File: src/rtl/serial_magnitude_comparator.sv
// Bit-serial unsigned magnitude comparator: operands captured on start, compared
// MSB first, one bit per cycle, with fixed N-cycle latency and a one-cycle done.
module serial_magnitude_comparator #(
   parameter int N = 8
) (
   input  logic         clk,
   input  logic         rst,
   input  logic         start,
   input  logic [N-1:0] a,
   input  logic [N-1:0] b,
   output logic         busy,
   output logic         done,
   output logic         a_greater,
   output logic         a_equal,
   output logic         a_lesser
);

   localparam int CW = (N > 1) ? $clog2(N) : 1;
   localparam logic [CW-1:0] LAST = CW'(N - 1);

   typedef enum logic [1:0] {IDLE, RUN, DONE} state_t;

   state_t        state_q, state_d;
   logic [CW-1:0] cnt_q, cnt_d;
   logic [N-1:0]  shift_a_q, shift_a_d;
   logic [N-1:0]  shift_b_q, shift_b_d;
   logic          gt_q, gt_d;
   logic          lt_q, lt_d;
   logic          a_greater_q, a_greater_d;
   logic          a_equal_q, a_equal_d;
   logic          a_lesser_q, a_lesser_d;

   logic          bit_a, bit_b, undecided, gt_nxt, lt_nxt;

   // First differing bit decides; afterwards the decision is frozen.
   assign bit_a     = shift_a_q[N-1];
   assign bit_b     = shift_b_q[N-1];
   assign undecided = !gt_q && !lt_q;
   assign gt_nxt    = gt_q || (undecided && bit_a && !bit_b);
   assign lt_nxt    = lt_q || (undecided && !bit_a && bit_b);

   always_comb begin
      state_d     = state_q;
      cnt_d       = cnt_q;
      shift_a_d   = shift_a_q;
      shift_b_d   = shift_b_q;
      gt_d        = gt_q;
      lt_d        = lt_q;
      a_greater_d = a_greater_q;
      a_equal_d   = a_equal_q;
      a_lesser_d  = a_lesser_q;
      case (state_q)
         RUN: begin
            gt_d      = gt_nxt;
            lt_d      = lt_nxt;
            shift_a_d = {shift_a_q[N-2:0], 1'b0};
            shift_b_d = {shift_b_q[N-2:0], 1'b0};
            if (cnt_q == LAST) begin
               state_d     = DONE;
               a_greater_d = gt_nxt;
               a_lesser_d  = lt_nxt;
               a_equal_d   = !(gt_nxt || lt_nxt);
            end else begin
               cnt_d = cnt_q + CW'(1);
            end
         end
         default: begin
            state_d = IDLE;
            if (start) begin
               state_d   = RUN;
               shift_a_d = a;
               shift_b_d = b;
               cnt_d     = '0;
               gt_d      = 1'b0;
               lt_d      = 1'b0;
            end
         end
      endcase
   end

   always_ff @(posedge clk) begin
      if (rst) begin
         state_q     <= IDLE;
         cnt_q       <= '0;
         shift_a_q   <= '0;
         shift_b_q   <= '0;
         gt_q        <= 1'b0;
         lt_q        <= 1'b0;
         a_greater_q <= 1'b0;
         a_equal_q   <= 1'b0;
         a_lesser_q  <= 1'b0;
      end else begin
         state_q     <= state_d;
         cnt_q       <= cnt_d;
         shift_a_q   <= shift_a_d;
         shift_b_q   <= shift_b_d;
         gt_q        <= gt_d;
         lt_q        <= lt_d;
         a_greater_q <= a_greater_d;
         a_equal_q   <= a_equal_d;
         a_lesser_q  <= a_lesser_d;
      end
   end

   assign busy      = (state_q == RUN);
   assign done      = (state_q == DONE);
   assign a_greater = a_greater_q;
   assign a_equal   = a_equal_q;
   assign a_lesser  = a_lesser_q;

endmodule

File: config.mk
export PLATFORM = sky130hd
export DESIGN_NAME = serial_magnitude_comparator
export DESIGN_NICKNAME = d
export VERILOG_FILES = /design/src/rtl/serial_magnitude_comparator.sv
export SDC_FILE = /design/constraint.sdc
export NUM_CORES = 1
export LEC_CHECK = 0
export ABC_CLOCK_PERIOD_IN_PS = 2000
export BUFFER_PORTS_ARGS = -buffer_cell sky130_fd_sc_hd__buf_4
export CAP_MARGIN = 40
export CORE_MARGIN = 1
export CORE_UTILIZATION = 40
export CTS_CLUSTER_SIZE = 28
export DETAILED_ROUTE_END_ITERATION = 10
export GPL_ROUTABILITY_DRIVEN = 0
export PLACE_DENSITY = 0.62
export SYNTH_ARGS = -nofsm -noshare
export SYNTH_HDL_FRONTEND = slang
export SYNTH_SLANG_ARGS = --single-unit
File: constraint.sdc
create_clock -name clk -period 2 [get_ports clk]
set_clock_uncertainty 0.15 [all_clocks]
set_input_delay 0.1 -clock clk [delete_from_list [all_inputs] [get_ports clk]]
set_output_delay 0.1 -clock clk [all_outputs]
set_load 0.01 [all_outputs]
==> results.yml, run 1 <==
final_layout:
  multiInputGateArea_um2: 552
  layout-drive-gt1-share_pct: 19.9
  area_growth_pct: 35.3
  nets: 179
  antennaDiodeCount: 0
  final_cells: 186
  fillers: 250
  regArea_um2: 520
cts:
  cts.sinks: 26
  clockBufferDepth: 2
  cts_made_buffers: 3
  h-tree-depth: 1
  clk_latency_ps: 310
  cts_setup_buffers: 0
  cts_root_buf: "clkbuf_4"
  cts_tree: "yes"
  clk_pin_slew_ps: 130
logic_synthesis:
  synth_top_cell_area_share_pct: 46.2
  synth_cells: 119
  seq_area_frac_synth_pct: 46.2
  ys_ff_latch: 26
  synth_area_per_cell_um2: 9.47
  netlist_top_cells_area: "dfxtp_1 46%, mux2i_1 14%, a211oi_1 9.3%"
  synth_cell_types: 26
  synth-warning-count: 0
  yosysTopAreaCell: "dfxtp_1"
  synthesis.nets: 140
  synth_area_um2: 1130
pwr:
  cellLeakagePower_nw: 0.661
  power_density_nw_per_um2: 628
  ir_drop_mv: 0.626
timing:
  post-route-period-util_pct: 94.4
  period_minus_slack_ps: 1890
  drv_slew: 0
  rsz0062_at_grt: "false"
  setup-violations-final: 0
  fmaxAchievable_mhz: 530
  final.setup.tns_ps: 0
  worst_pin_slew_ps: 297
  setup_ws_ps: 113
  hold_viol: 0
  max_slew_margin_pct: 80.2
critical_path:
  critPathLaunchType: "flip-flop"
  crit_type: "flip-flop to flip-flop"
  critPathRequiredTime_ps: 2120
  cp.arrival_ps: 2010
  critPathCaptureType: "flip-flop"
  critPathMaxFanout: 30
run:
  maxCapViolCount: 0
die:
  start_util_pct: 43.9
  die_height_um: 55.1
  io_pins: 24
  die-area_um2: 3030
  rows: 18
  die_w_um: 55.1
  coreArea_um2: 2570
global_route:
  first_global_vias: 909
  grt_pass1_wl_um: 3990
  grt_max_degree: 31
  antenna_found_initial: 0
  grt_usage_pct: 18.5
  grt.overflow.total: 0
worst_hold_path:
  hold_path_class: "input port to flip-flop"
placed_design:
  dp_slack_ps: 322
  hpwlAfterDp_um: 1450
  port_buffers: 23
  dp.cells: 164
detailed_routing:
  drc: 0
  wl_per_cell_um: 13.1
  ant_nets: 0
  wl_met1_um: 1070
  detail_route.first_pass.iterations: 4
  met3_length_um: 94
  wl_um: 2430
  drt_iter0_drc: 6
  met2_length_um: 1250
  num_vias: 1005
  highest-signal-layer: "met4"
  vias_per_cell: 5.40
run_status:
  status: "finished clean"
-- flip-flops by register name, indices dropped and copies added (netlist names) --
signal     cells
cnt_q          3
lt_q           1
state_q        2
a_lesser       1
shift_a_q      8
gt_q           1
a_greater      1
a_equal        1
shift_b_q      8
-- kinds of logic after synthesis --
kind of cell | after synthesis | share of synthesized area, %
AND/OR/NAND/NOR | 32 | 13.7
AO/OA/AOI/OAI | 30 | 17.9
flip-flops | 26 | 46.2
multiplexers | 16 | 14.2
buffers and inverters | 12 | 5.10
adder cells (fa/ha/maj) | 2 | 2.22
XOR/XNOR | 1 | 0.777
-- routing by layer --
layer,vias to the layer above,GRT usage (%)
met5,-,0
met4,0,2.50
met3,2,5.74
met2,23,33.5
met1,472,21.7
li1,508,-
-- through the flow --
step | util, % | instance area (µm²) | power (mW) | hold WS [ps]
global route | 59.4 | 1530 | 1.01 | 26.5
global placement | 50.7 | 1300 | 0.712 | 236
CTS | 59.0 | 1520 | 0.960 | 3.13
finish | 59.4 | 1530 | 0.958 | 11.4
detailed placement | 50.7 | 1300 | 0.717 | 247
floorplan | - | 1130 | 0.671 | 145
-- cells in the final DEF, fill, tap and decap left out, types with 3 or more instances in the layout --
cell / count
dfxtp_1: 26
nor2_1: 18
clkbuf_4: 3
nor3_1: 4
dlygate4sd3_1: 19
buf_4: 24
a21oi_1: 10
a211oi_1: 14
nand3_1: 3
mux2i_1: 16
-- cell type report --
cell class	count	area share [%]
Clock buffer	3	1.48
Sequential cell	26	34.1
Multi-Input combinational cell	81	36.2
Timing Repair Buffer	44	25.3
Inverter	2	0.492
Tap cell	30	2.46
-- power by group --
group	leakage, nW	internal, mW	switching (mW)
Clock	0.0138	0.0706	0.145
Combinational	0.433	0.0957	0.0766
Sequential	0.214	0.549	0.0215
-- worst paths after layout --
kind | start | to | slack (ps) | depth (start not counted)
worst max-delay path | state_q[1] | shift_a_q[5] | 110 | 5
worst min-delay path | a[4] | shift_a_q[4] | 10 | 3
worst max register to register | state_q[1] | shift_a_q[5] | 110 | 5
worst min register to register | a_equal | a_equal | 310 | 2
-- timing repair --
item,4_1_cts,5_1_grt
setup endpoints to repair,0,3
resized for setup,0,3
hold endpoints to repair,21,0
hold buffers,19,0
-- worst max-delay path: stages, from the launching register on --
cell,delay (ps)
dfxtp_1,410
nand2b_2,190
buf_8,210
nor2_1,60
a211oi_1,230
dlygate4sd3_1,590
-- Yosys cell counts, drive strengths merged --
master,n
nor2b,1
mux2i,16
nor3,4
buf,7
or4,1
a311oi,2
nand3b,1
a31oi,1
a21oi,10
nand2,1
xor2,1
nor3b,1
a211oi,14
nand2b,1
nor4b,1
nand3,3
a32oi,2
nor2,18
ha,2
dfxtp,26
inv,2
clkbuf,3
o21ai,1
No activity file was read; power rests on OpenSTA's default activity.
==> run 2, diff against run 1 <==
ABC_AREA = 1   (was not set)
ABC_CLOCK_PERIOD_IN_PS = 1800   (was 2000)
CORE_UTILIZATION = 50   (was 40)
PLACE_DENSITY = 0.73   (was 0.62)
clock period = 1.8 ns   (was 2 ns; I/O delays follow)
==> run 2 against run 1 <==
Net effect:
- non-clock buffer count decreased by 2
- via count is 18% higher
- critical path depth fell by 2
- final cell count rose by 37%
- routed wire length rose by 12%
- largest power group unchanged
==> results.yml, run 2 <==
run_status:
  status: "finished clean"
placed_design:
  dp.cells: 231
  hpwlAfterDp_um: 1670
  port_buffers: 23
critical_path:
  crit_start: "state_q[0]"
  slowest_stage: "dfxtp_1"
  worstReg2RegEnd: "cnt_q[0]"
  critPathLaunchType: "flip-flop"
  crit_type: "flip-flop to output port"
  critPathMaxFanout: 18
  rr_worst_depth: 6
  cp_top_family: "flip-flops"
  crit_buf_inv: 2
  critPathCaptureType: "output port"
  critPathRequiredTime_ps: 1560
  cp.arrival_ps: 1250
  rr_startpoint: "cnt_q[0]"
  crit_path_max_incr_delay_ps: 420
  endpoint: "busy"
  path_cells: "nand2_4 > inv_8 > buf_4"
  path_depth: 3
  reg2reg_slack_ps: 320
logic_synthesis:
  synth_edf_count: 0
  synth_common_cells: "53 x nor2_1, 41 x nand2_1, 26 x dfxtp_1"
  synth-warning-count: 0
  synthesis.nets: 208
  yosysTopAreaCell: "dfxtp_1"
  async_reset_ff_share_pct: 0
  ys_ff_latch: 26
  netlist_top_cells_area: "dfxtp_1 42%, nor2_1 16%, nand2_1 12%"
  synth_area_per_cell_um2: 6.70
  synth_cells: 187
  seq_area_frac_synth_pct: 41.5
  synth_most_common_cell: "nor2_1"
  synth_cell_types: 17
  synth_area_um2: 1250
  synth-main-ff-cell: "dfxtp_1"
  synth_top_cell_area_share_pct: 41.5
detailed_routing:
  drc: 0
  num_vias: 1182
  wl_per_cell_um: 10.7
  wl_um: 2720
  drt_iter0_drc: 23
  ant_nets: 0
  vias_per_cell: 4.65
  detail_route.first_pass.iterations: 4
worst_hold_path:
  hold_path_class: "input port to flip-flop"
pwr:
  ir_drop_mv: 0.521
  cellLeakagePower_nw: 0.777
  power_density_nw_per_um2: 676
  p_total_mw: 1.10
timing:
  hold_viol: 0
  post-route-period-util_pct: 83.0
  period_minus_slack_ps: 1490
  fmaxAchievable_mhz: 670
  timing.hold.ws_ps: 75.0
  rsz0062_at_grt: "false"
  max_slew_margin_pct: 82.2
  final.setup.tns_ps: 0
  drv_slew: 0
  setup-violations-final: 0
  worst_pin_slew_ps: 267
cts:
  cts.sinks: 26
  cts_tree: "yes"
  clk_pin_slew_ps: 140
  cts_made_buffers: 3
  clk_latency_ps: 310
  cts_setup_buffers: 0
  h-tree-depth: 1
  clockBufferDepth: 2
  cts_root_buf: "clkbuf_4"
final_layout:
  final_cells: 254
  mostFrequentLayoutCells: "53 x nor2_1, 41 x nand2_1, 26 x dfxtp_1"
  antennaDiodeCount: 0
  reg_top3: "shift_a_q x8, shift_b_q x8, cnt_q x3"
  fillers: 198
  nets: 248
  mostFrequentLayoutCell: "nor2_1"
  layout-drive-gt1-share_pct: 16.8
  area_growth_pct: 29.7
global_route:
  grt_usage_pct: 21.6
  grt_max_degree: 24
  grt.overflow.total: 0
  antenna_found_initial: 0
  first_global_vias: 1152
  grt_pass1_wl_um: 4400
die:
  io_pins: 24
  die_w_um: 52.1
  coreArea_um2: 2300
  die_height_um: 52.1
  rows: 17
  start_util_pct: 54.6
  die-area_um2: 2710
run:
  maxCapViolCount: 0
run 2: layout make-up:
type,instances,area (µm²),area share [%]
multi-input combinational,131,578,35.5
sequential,26,520,32.0
timing repair buffer,42,363,22.3
inverter,23,93.8,5.77
clock buffer,4,36.3,2.23
tap,28,35.0,2.15
run 2: power breakdown:
| group | leakage (nW) | switching [mW] | internal, mW |
|---|---|---|---|
| Clock | 0.0210 | 0.165 | 0.123 |
| Combinational | 0.543 | 0.101 | 0.0921 |
| Sequential | 0.212 | 0.0158 | 0.602 |
run 2: cells by family after synthesis:
logic type	synth area share [%]
adder cells (fa/ha/maj)	2.00
AND/OR/NAND/NOR	39.3
AO/OA/AOI/OAI	4.79
buffers and inverters	12.4
flip-flops	41.5
run 2: routing by layer:
metal | share of wire [%] | track usage (%) | routed length [µm]
met3 | 2.3 | 2.92 | 63
met1 | 49 | 24.9 | 1340
met4 | 0.52 | 7.66 | 14
met2 | 48 | 40.0 | 1300
met5 | 0 | 0 | 0
run 2: worst min path at each step:
stage	start	to	slack [ps]	depth (start not counted)
2_1_floorplan	rst	shift_a_q[0]	20	1
3_5_place_dp	b[0]	shift_b_q[0]	220	3
4_1_cts	start	shift_a_q[0]	50	4
3_3_place_gp	b[0]	shift_b_q[0]	220	3
5_1_grt	start	shift_b_q[0]	80	4
6_report	start	shift_a_q[0]	80	4
run 2: metrics by stage:
step / cell area (µm²) / setup WS, ps / utilization [%]
after floorplan: 1250 / 455 / -
after global placement: 1400 / 415 / 60.9
after detailed placement: 1400 / 348 / 60.9
after CTS: 1630 / 301 / 70.8
after global routing: 1630 / 187 / 70.8
final: 1630 / 307 / 70.8
run 2: worst reg2reg max path: cells and delay by family, from the launching register on:
kind                       cells  cell delay, ps
adders and majority gates      2             400
DFF                            1             340
and+or+nand+nor                4             500
run 2: repair_timing:
item / 4_1_cts / 5_1_grt
hold buffers: 19 / 0
resized for setup: 0 / 0
hold endpoints to repair: 22 / 0
